[src/rtl/data_stack_pkg.sv]
// Shared processor datapath constants and the stack operation decode
// used by the data stack.
package data_stack_pkg;

   localparam int DATA_WIDTH  = 16;
   localparam int STACK_DEPTH = 16;

   typedef enum logic [2:0] {
      OP_NONE,
      OP_PUSH,
      OP_POP,
      OP_POP2,
      OP_REPLACE,
      OP_COLLAPSE
   } stack_op_e;

   // pop2 wins over pop; push combined with a pop becomes an in-place update.
   function automatic stack_op_e decode_op(input logic push, input logic pop, input logic pop2);
      stack_op_e op;
      if (push && pop2)      op = OP_COLLAPSE;
      else if (push && pop)  op = OP_REPLACE;
      else if (push)         op = OP_PUSH;
      else if (pop2)         op = OP_POP2;
      else if (pop)          op = OP_POP;
      else                   op = OP_NONE;
      return op;
   endfunction

endpackage

[src/rtl/data_stack_ram.sv]
// Register-file storage for the data stack: one synchronous write port,
// two asynchronous read ports, no reset on the contents.
module stack_ram #(
   parameter int WIDTH = 16,
   parameter int DEPTH = 16,
   parameter int AW    = $clog2(DEPTH)
) (
   input  logic             clk,
   input  logic             we,
   input  logic [AW-1:0]    waddr,
   input  logic [WIDTH-1:0] wdata,
   input  logic [AW-1:0]    raddr_a,
   output logic [WIDTH-1:0] rdata_a,
   input  logic [AW-1:0]    raddr_b,
   output logic [WIDTH-1:0] rdata_b
);

   logic [WIDTH-1:0] mem [DEPTH];

   always_ff @(posedge clk) begin
      if (we) mem[waddr] <= wdata;
   end

   assign rdata_a = mem[raddr_a];
   assign rdata_b = mem[raddr_b];

endmodule

[src/rtl/data_stack.sv]
// LIFO data stack feeding TOS/NOS to the ALU; supports push, pop, pop2,
// replace and binary collapse in one cycle, with sticky error flags.
module data_stack
   import data_stack_pkg::*;
#(
   parameter int WIDTH = DATA_WIDTH,
   parameter int DEPTH = STACK_DEPTH
) (
   input  logic                     clk,
   input  logic                     rst_n,
   input  logic                     push,
   input  logic                     pop,
   input  logic                     pop2,
   input  logic [WIDTH-1:0]         din,
   input  logic                     clear_err,
   output logic [WIDTH-1:0]         tos,
   output logic [WIDTH-1:0]         nos,
   output logic [$clog2(DEPTH):0]   count,
   output logic                     empty,
   output logic                     full,
   output logic                     overflow,
   output logic                     underflow
);

   localparam int AW = $clog2(DEPTH);
   localparam int CW = AW + 1;
   localparam logic [CW-1:0] ONE      = CW'(1);
   localparam logic [CW-1:0] TWO      = CW'(2);
   localparam logic [CW-1:0] FULL_CNT = CW'(DEPTH);

   logic [CW-1:0]    cnt_q, cnt_nxt, cnt_m1, cnt_m2;
   logic             ovf_q, unf_q, ovf_evt, unf_evt;
   logic             we;
   logic [AW-1:0]    waddr;
   logic [WIDTH-1:0] rd_a, rd_b;
   stack_op_e        op;

   assign cnt_m1 = cnt_q - ONE;
   assign cnt_m2 = cnt_q - TWO;

   // Illegal operations raise a flag and leave count and storage untouched.
   always_comb begin
      op      = decode_op(push, pop, pop2);
      cnt_nxt = cnt_q;
      we      = 1'b0;
      waddr   = cnt_q[AW-1:0];
      ovf_evt = 1'b0;
      unf_evt = 1'b0;
      unique case (op)
         OP_PUSH: begin
            if (cnt_q < FULL_CNT) begin
               we      = 1'b1;
               cnt_nxt = cnt_q + ONE;
            end else ovf_evt = 1'b1;
         end
         OP_POP: begin
            if (cnt_q >= ONE) cnt_nxt = cnt_m1;
            else unf_evt = 1'b1;
         end
         OP_POP2: begin
            if (cnt_q >= TWO) cnt_nxt = cnt_m2;
            else unf_evt = 1'b1;
         end
         OP_REPLACE: begin
            if (cnt_q >= ONE) begin
               we    = 1'b1;
               waddr = cnt_m1[AW-1:0];
            end else unf_evt = 1'b1;
         end
         OP_COLLAPSE: begin
            if (cnt_q >= TWO) begin
               we      = 1'b1;
               waddr   = cnt_m2[AW-1:0];
               cnt_nxt = cnt_m1;
            end else unf_evt = 1'b1;
         end
         default: ;
      endcase
   end

   always_ff @(posedge clk) begin
      if (!rst_n) begin
         cnt_q <= '0;
         ovf_q <= 1'b0;
         unf_q <= 1'b0;
      end else begin
         cnt_q <= cnt_nxt;
         ovf_q <= (ovf_q && !clear_err) || ovf_evt;
         unf_q <= (unf_q && !clear_err) || unf_evt;
      end
   end

   stack_ram #(
      .WIDTH (WIDTH),
      .DEPTH (DEPTH),
      .AW    (AW)
   ) u_ram (
      .clk     (clk),
      .we      (we && rst_n),
      .waddr   (waddr),
      .wdata   (din),
      .raddr_a (cnt_m1[AW-1:0]),
      .rdata_a (rd_a),
      .raddr_b (cnt_m2[AW-1:0]),
      .rdata_b (rd_b)
   );

   assign count     = cnt_q;
   assign empty     = (cnt_q == '0);
   assign full      = (cnt_q == FULL_CNT);
   assign tos       = (cnt_q >= ONE) ? rd_a : '0;
   assign nos       = (cnt_q >= TWO) ? rd_b : '0;
   assign overflow  = ovf_q;
   assign underflow = unf_q;

endmodule

[config.mk]
export PLATFORM = sky130hd
export DESIGN_NAME = data_stack
export DESIGN_NICKNAME = d
export VERILOG_FILES = /design/src/rtl/data_stack_pkg.sv /design/src/rtl/data_stack_ram.sv /design/src/rtl/data_stack.sv
export SDC_FILE = /design/constraint.sdc
export NUM_CORES = 1
export LEC_CHECK = 0
export ABC_AREA = 0
export CORE_ASPECT_RATIO = 0.6
export CORE_UTILIZATION = 47
export DETAILED_ROUTE_END_ITERATION = 16
export GPL_TIMING_DRIVEN = 0
export PLACE_DENSITY = 0.68
export SLEW_MARGIN = 15
export SYNTH_ARGS = -nofsm -noshare
export SYNTH_HDL_FRONTEND = slang
export SYNTH_HIERARCHICAL = 1
export SYNTH_SLANG_ARGS = --single-unit
[constraint.sdc]
create_clock -name clk -period 10.5 [get_ports clk]
set_clock_uncertainty 0.05 [all_clocks]
set_input_delay 2.1 -clock clk [delete_from_list [all_inputs] [get_ports clk]]
set_output_delay 2.1 -clock clk [all_outputs]
set_load 0.05 [all_outputs]
* After elaboration in Yosys (flattened, before gate mapping)
Memories as Yosys holds them, arrays and structs flattened.
Cells that the tools add are included.
W data, S select, Z words.
** Operators by class
- Reduce and logical (&&, ||, !) cells :: 13
- Order comparisons :: 3
- Eq/ne operators :: 10
- Mux-type cells :: 26
- $add $sub $neg :: 3
** Operators by type and width (count)
- $mux W16 :: 2
- $mux W5 :: 4
- $pmux W5 S4 :: 1
- $mux W1 :: 9
- $mux W4 :: 2
- $ne A2 B2 Y1 const B :: 4
- $pmux W4 S2 :: 1
- $eq A3 B2 Y1 const B :: 2
- $eq A3 B3 Y1 const B :: 2
- $mux W2 :: 3
- $mux W3 :: 2
- $add A5 B1 Y5 const B :: 1
- $eq A5 B5 Y1 const B :: 1
- $ge A5 B1 Y1 const B :: 1
- $ge A5 B2 Y1 const B :: 1
- $logic_and A1 B1 Y1 :: 5
- $logic_not A5 Y1 :: 1
- $lt A5 B5 Y1 const B :: 1
- $reduce_and A5 Y1 :: 1
- $sub A5 B1 Y5 const B :: 1
- $sub A5 B2 Y5 const B :: 1
- $reduce_bool A4 Y1 :: 1
- $reduce_or A2 Y1 :: 2
- $eq A3 B1 Y1 const B :: 1
- 4 further kinds :: 5
** Word-level totals
- Register bits after elaboration :: 7
- Bits in writable memories :: 256
- Memories kept :: 1
- Input bits :: 22
- Output and inout port bits :: 41
- Word-level logic and storage cells :: 59
** Memory list
- u_ram.mem :: words 16, bits a word 16, read ports 2, clocked after Yosys merged registers in 0, wr ports 1, line data_stack_ram.sv:18 : logic [WIDTH-1:0] mem [DEPTH];

* Logic depth before layout (Yosys ltp)
- Depth after elaboration :: 10
- Gate-level depth with buffers :: 12
- Mapped depth without buffers :: 8

* Hierarchy
Netlist, hierarchy kept.
** Modules (own cells, without submodules)
- stack_ram :: instances 1, seq. area each 7687.4 um^2, cells an instance 553, area each 11673.7 um^2
- data_stack :: instances 1, seq. area each 140.1 um^2, cells an instance 167, area each 1262.5 um^2

* Worst setup path after synthesis
No wires, ideal clock.
- Path kind :: input to register
- Start point :: input pop2
- End point :: memory u_ram.mem[0][0] (enable)
- Setup time :: 409 ps
- Slack :: 5436 ps
- Arrival time :: 4605 ps
- Cell stages on the path :: 7
- Data required time :: 10041 ps
- Buffers on the path :: 1
- Path through :: buf_4 -> nand2b_1 -> a311oi_1 -> o21ai_0 -> o2bb2ai_1 -> or3b_2 -> nor3_1
** On the way
- Elaborated cells on any way between the ends :: 13
- Classes of those cells :: 3 x eq/ne; 8 x mux; 2 x reduce/logical
** RTL lines
- start: declaration :: line data_stack.sv:13 : input logic pop2,
- $mux W2 :: line data_stack_pkg.sv:23 : else if (pop2) op = OP_POP2;
- $mux W2 :: line data_stack_pkg.sv:22 : else if (push) op = OP_PUSH;
- $mux W3 :: line data_stack_pkg.sv:21 : else if (push && pop) op = OP_REPLACE;
- $mux W3 * :: line data_stack_pkg.sv:20 : if (push && pop2) op = OP_COLLAPSE;
- $eq A3 B3 Y1 :: line data_stack.sv:49 : unique case (op)
- $pmux W4 S2 * :: line data_stack.sv:49
- net waddr[2] :: line data_stack.sv:34 : logic [AW-1:0] waddr;
- end: declaration :: line data_stack_ram.sv:18
The timed path passes the listed nets; every way through them passes the cells marked *.

* Worst setup path in the final report
- Start point :: register cnt_q[0], in the netlist count[0]
- End point :: output tos[6]
** On the way
- Longest elaborated chain between the ends :: 3
- Elaborated cells on any way between the ends :: 4
- Classes of those cells :: 1 x add/sub; 1 x order compare; 1 x mux; 1 x memory
** RTL lines
- start: declaration :: line data_stack.sv:31 : logic [CW-1:0] cnt_q, cnt_nxt, cnt_m1, cnt_m2;
- start signal: assignment :: line data_stack.sv:87 : cnt_q <= cnt_nxt;
- $sub A5 B1 Y5 :: line data_stack.sv:38 : assign cnt_m1 = cnt_q - ONE;
- net cnt_m1[0] :: line data_stack.sv:31
- $mem_v2 Z16 W16
- net rd_a[6] :: line data_stack.sv:35 : logic [WIDTH-1:0] rd_a, rd_b;
- $mux W16 :: line data_stack.sv:111 : assign tos = (cnt_q >= ONE) ? rd_a : '0;
- end: declaration :: line data_stack.sv:16 : output logic [WIDTH-1:0] tos,
The timed path passes the listed nets, and every way through them passes these cells.

==> reports/metrics.csv <==
metric;value;unit
Final min period;6.871;ns
Worst Hold Launch;overflow;
sequential area share after synthesis;60.51;%
outcome;completed;
Top-Level Pins;63;
CP startpoint kind;flip-flop;
worst reg2reg setup slack;6.43;ns
# resized after CTS;0;
drt total wl;35480;um
Reg2Reg Capture Point;u_ram/mem[1][10];
Reg-to-Reg Start;count[1];
Syn Inst Count;720;
CP endpoint kind;output pin;
clk_lat worst skew;0.53;ns
post-CTS setup buffer count;0;
Syn Nets;750;
fin util;56.41;%
via count;7929;
hold endpoint;overflow;
GRT Overall Usage;25.91;%
fin. max-slew vios;0;
vias in the first global route;7855;
area of the multi-input gates;4748;um2
R2R cell count;10;
Min-Delay Path Class;reg -> reg;
post-synthesis cell type count;53;
syn_area_per_cell;17.97;um2
initial antenna violation count;0;
post-DP HPWL;25680;um
Die Y;130.5;um
Final Wtd Congestion;0.9599;
Clock transition at path regs;0.07;ns
crit path DAT;4.72;ns
post-route ant nets;0;
Async SR Flop Fraction;0;%
Slew HR;39.70;%
CORE AREA;26710;um2
CTS tree;built;
EDFF count, synth;256;
final hold vios;0;
Storage cell area;7828;um2
Layout Cells excl Fill;1202;
number of max-cap violations;0;
Area growth syn-to-layout;16.46;%
Finish-stage setup viols;0;
DR vias/cell;6.597;
Sink Count;263;
DIE WIDTH;216.2;um
# DRC;0;
hold_buf cts;0;
Least-Margin Pin Slew;0.9045;ns
fmax;0.1455;GHz
global-route wire length before repair;51930;um
WL/cell;29.52;um
filler instances;2025;
CTS Root Buffer Type;clkbuf_16;
Buffers on Ports;60;
Synth Flop Type;edfxtp_1;
clock buffer depth;3;
Worst Path Max Fanout;10;
CP Data Required Time;8.35;ns
DRT Pass-1 Iters;5;
setup TNS;0;ns
layout cells sized above 1;26.13;%
warnings from Yosys;6;
total gr overflow;0;
Nets;855;
Mapped Area;12940;um2
# rows;46;
placed instance area;14260;um2
DRT iter0 DRCs;1177;
RSZ-0062 raised after global routing;false;
maximum number of pins on one net before global-route repair;17;
CTS H-Tree Depth;1;
WHS Path Cells;2;
design area;15070;um2
Yosys reg bits;263;
Ant. Diodes;0;
dpl cells;1159;
starting density of the core;48.44;%
Period Utilization, post-route;65.44;%
Setup CP Type;reg -> out;
clock buffer count from CTS;24;
die area;28210;um2
[worst max-delay path, stage by stage (launching register included)]
cell and delay, ns:
dfxtp_1 0.43, buf_2 0.26, inv_1 0.13, ha_1 0.36, inv_1 0.13, buf_2 0.30, buf_1 0.66, mux4_2 0.42
a22oi_1 0.45, nand2_1 0.17, and2_1 0.18, clkdlybuf4s50_1 0.69
[kinds of logic after synthesis]
group	after synthesis	share of synthesized area [%]
simple gates	138	5.620
compound gates	102	6.152
xor+xnor	10	0.6770
buf+inv	68	3.172
mux	131	23.10
fa+ha+maj	8	0.7738
flops	263	60.51
[Yosys cell counts, types with 4 or more instances]
library cell    n  share of area, %
a21oi_1         5              0.19
a22oi_1        68               3.9
a31oi_1         5              0.24
and2_1         36               1.7
buf_1           8              0.23
buf_2          10              0.39
buf_4           9              0.52
buf_6          12               1.0
clkbuf_1       14              0.41
dfxtp_1         7               1.1
edfxtp_1      256                59
ha_1            8              0.77
inv_1          13              0.38
mux4_1         18               3.7
mux4_2        107                19
nand2_1        44               1.3
nand2b_1        5              0.24
nand3_1         4              0.15
nor2_1         22              0.64
nor2b_1         6              0.29
nor3_1          5              0.19
o21ai_0         4              0.15
xnor2_1         6              0.41
xor2_1          4              0.27
[state kept, by name, summed over array words and instances, names as in the netlist]
name / cells
u_ram/mem: 256
count: 5
overflow: 1
underflow: 1
[metrics by stage]
stage	worst slack, ns	hold slack (ns)
CTS	3.692	0.4754
finish	3.629	0.4679
detailed placement	4.283	0.4575
floorplan	5.436	0.6092
global route	3.437	0.5165
global placement	3.646	0.4348
[placed cells by master, fill, tap and decap left out, types with 7 or more instances in the layout]
cell             netlist  final
a22oi_1               68     68
and2_1                36     36
buf_1                  8      8
buf_2                 10     10
buf_4                  9     14
buf_6                 12     18
buf_8                  0      8
clkbuf_1              14     20
clkbuf_16              0     25
clkdlybuf4s50_1        0     60
dfxtp_1                7      7
edfxtp_1             256    256
ha_1                   8      8
inv_1                 13     13
mux4_1                18     18
mux4_2               107    107
nand2_1               44     44
nor2_1                22     10
nor2_2                 0     12
[worst max-delay path by stage]
| stage | start | end | slack [ns] |
|---|---|---|---|
| after global routing | count[0] | tos[6] | 3.44 |
| after global placement | pop2 | u_ram/mem[0][9] | 3.65 |
| final | count[0] | tos[6] | 3.63 |
| after floorplan | pop2 | u_ram/mem[0][0] | 5.44 |
| after CTS | count[0] | tos[6] | 3.69 |
| after detailed placement | count[0] | tos[6] | 4.28 |
[routing by layer]
layer | GRT usage, % | wire length, um | share of wire, % | vias to the layer above
met5 | 0 | 0 | 0 | -
met4 | 5.095 | 699 | 2.0 | 0
met3 | 7.269 | 4679 | 13 | 48
met2 | 37.14 | 15200 | 43 | 525
met1 | 39.74 | 14900 | 42 | 4119
li1 | - | - | - | 3237
[cell type report]
cell class                      instances  share of cell area [%]
Clock inverter                         12                   1.030
Tap cell                              360                   2.990
Buffer                                 55                   2.400
Timing Repair Buffer                   79                   5.481
Clock buffer                           31                   4.302
Multi-Input combinational cell        389                   31.52
Sequential cell                       263                   51.96
Inverter                               13                  0.3239
Power is left out: the tool's default activity adds up to more than one toggle a clock period on the data nets, which glitch-free logic cannot reach.
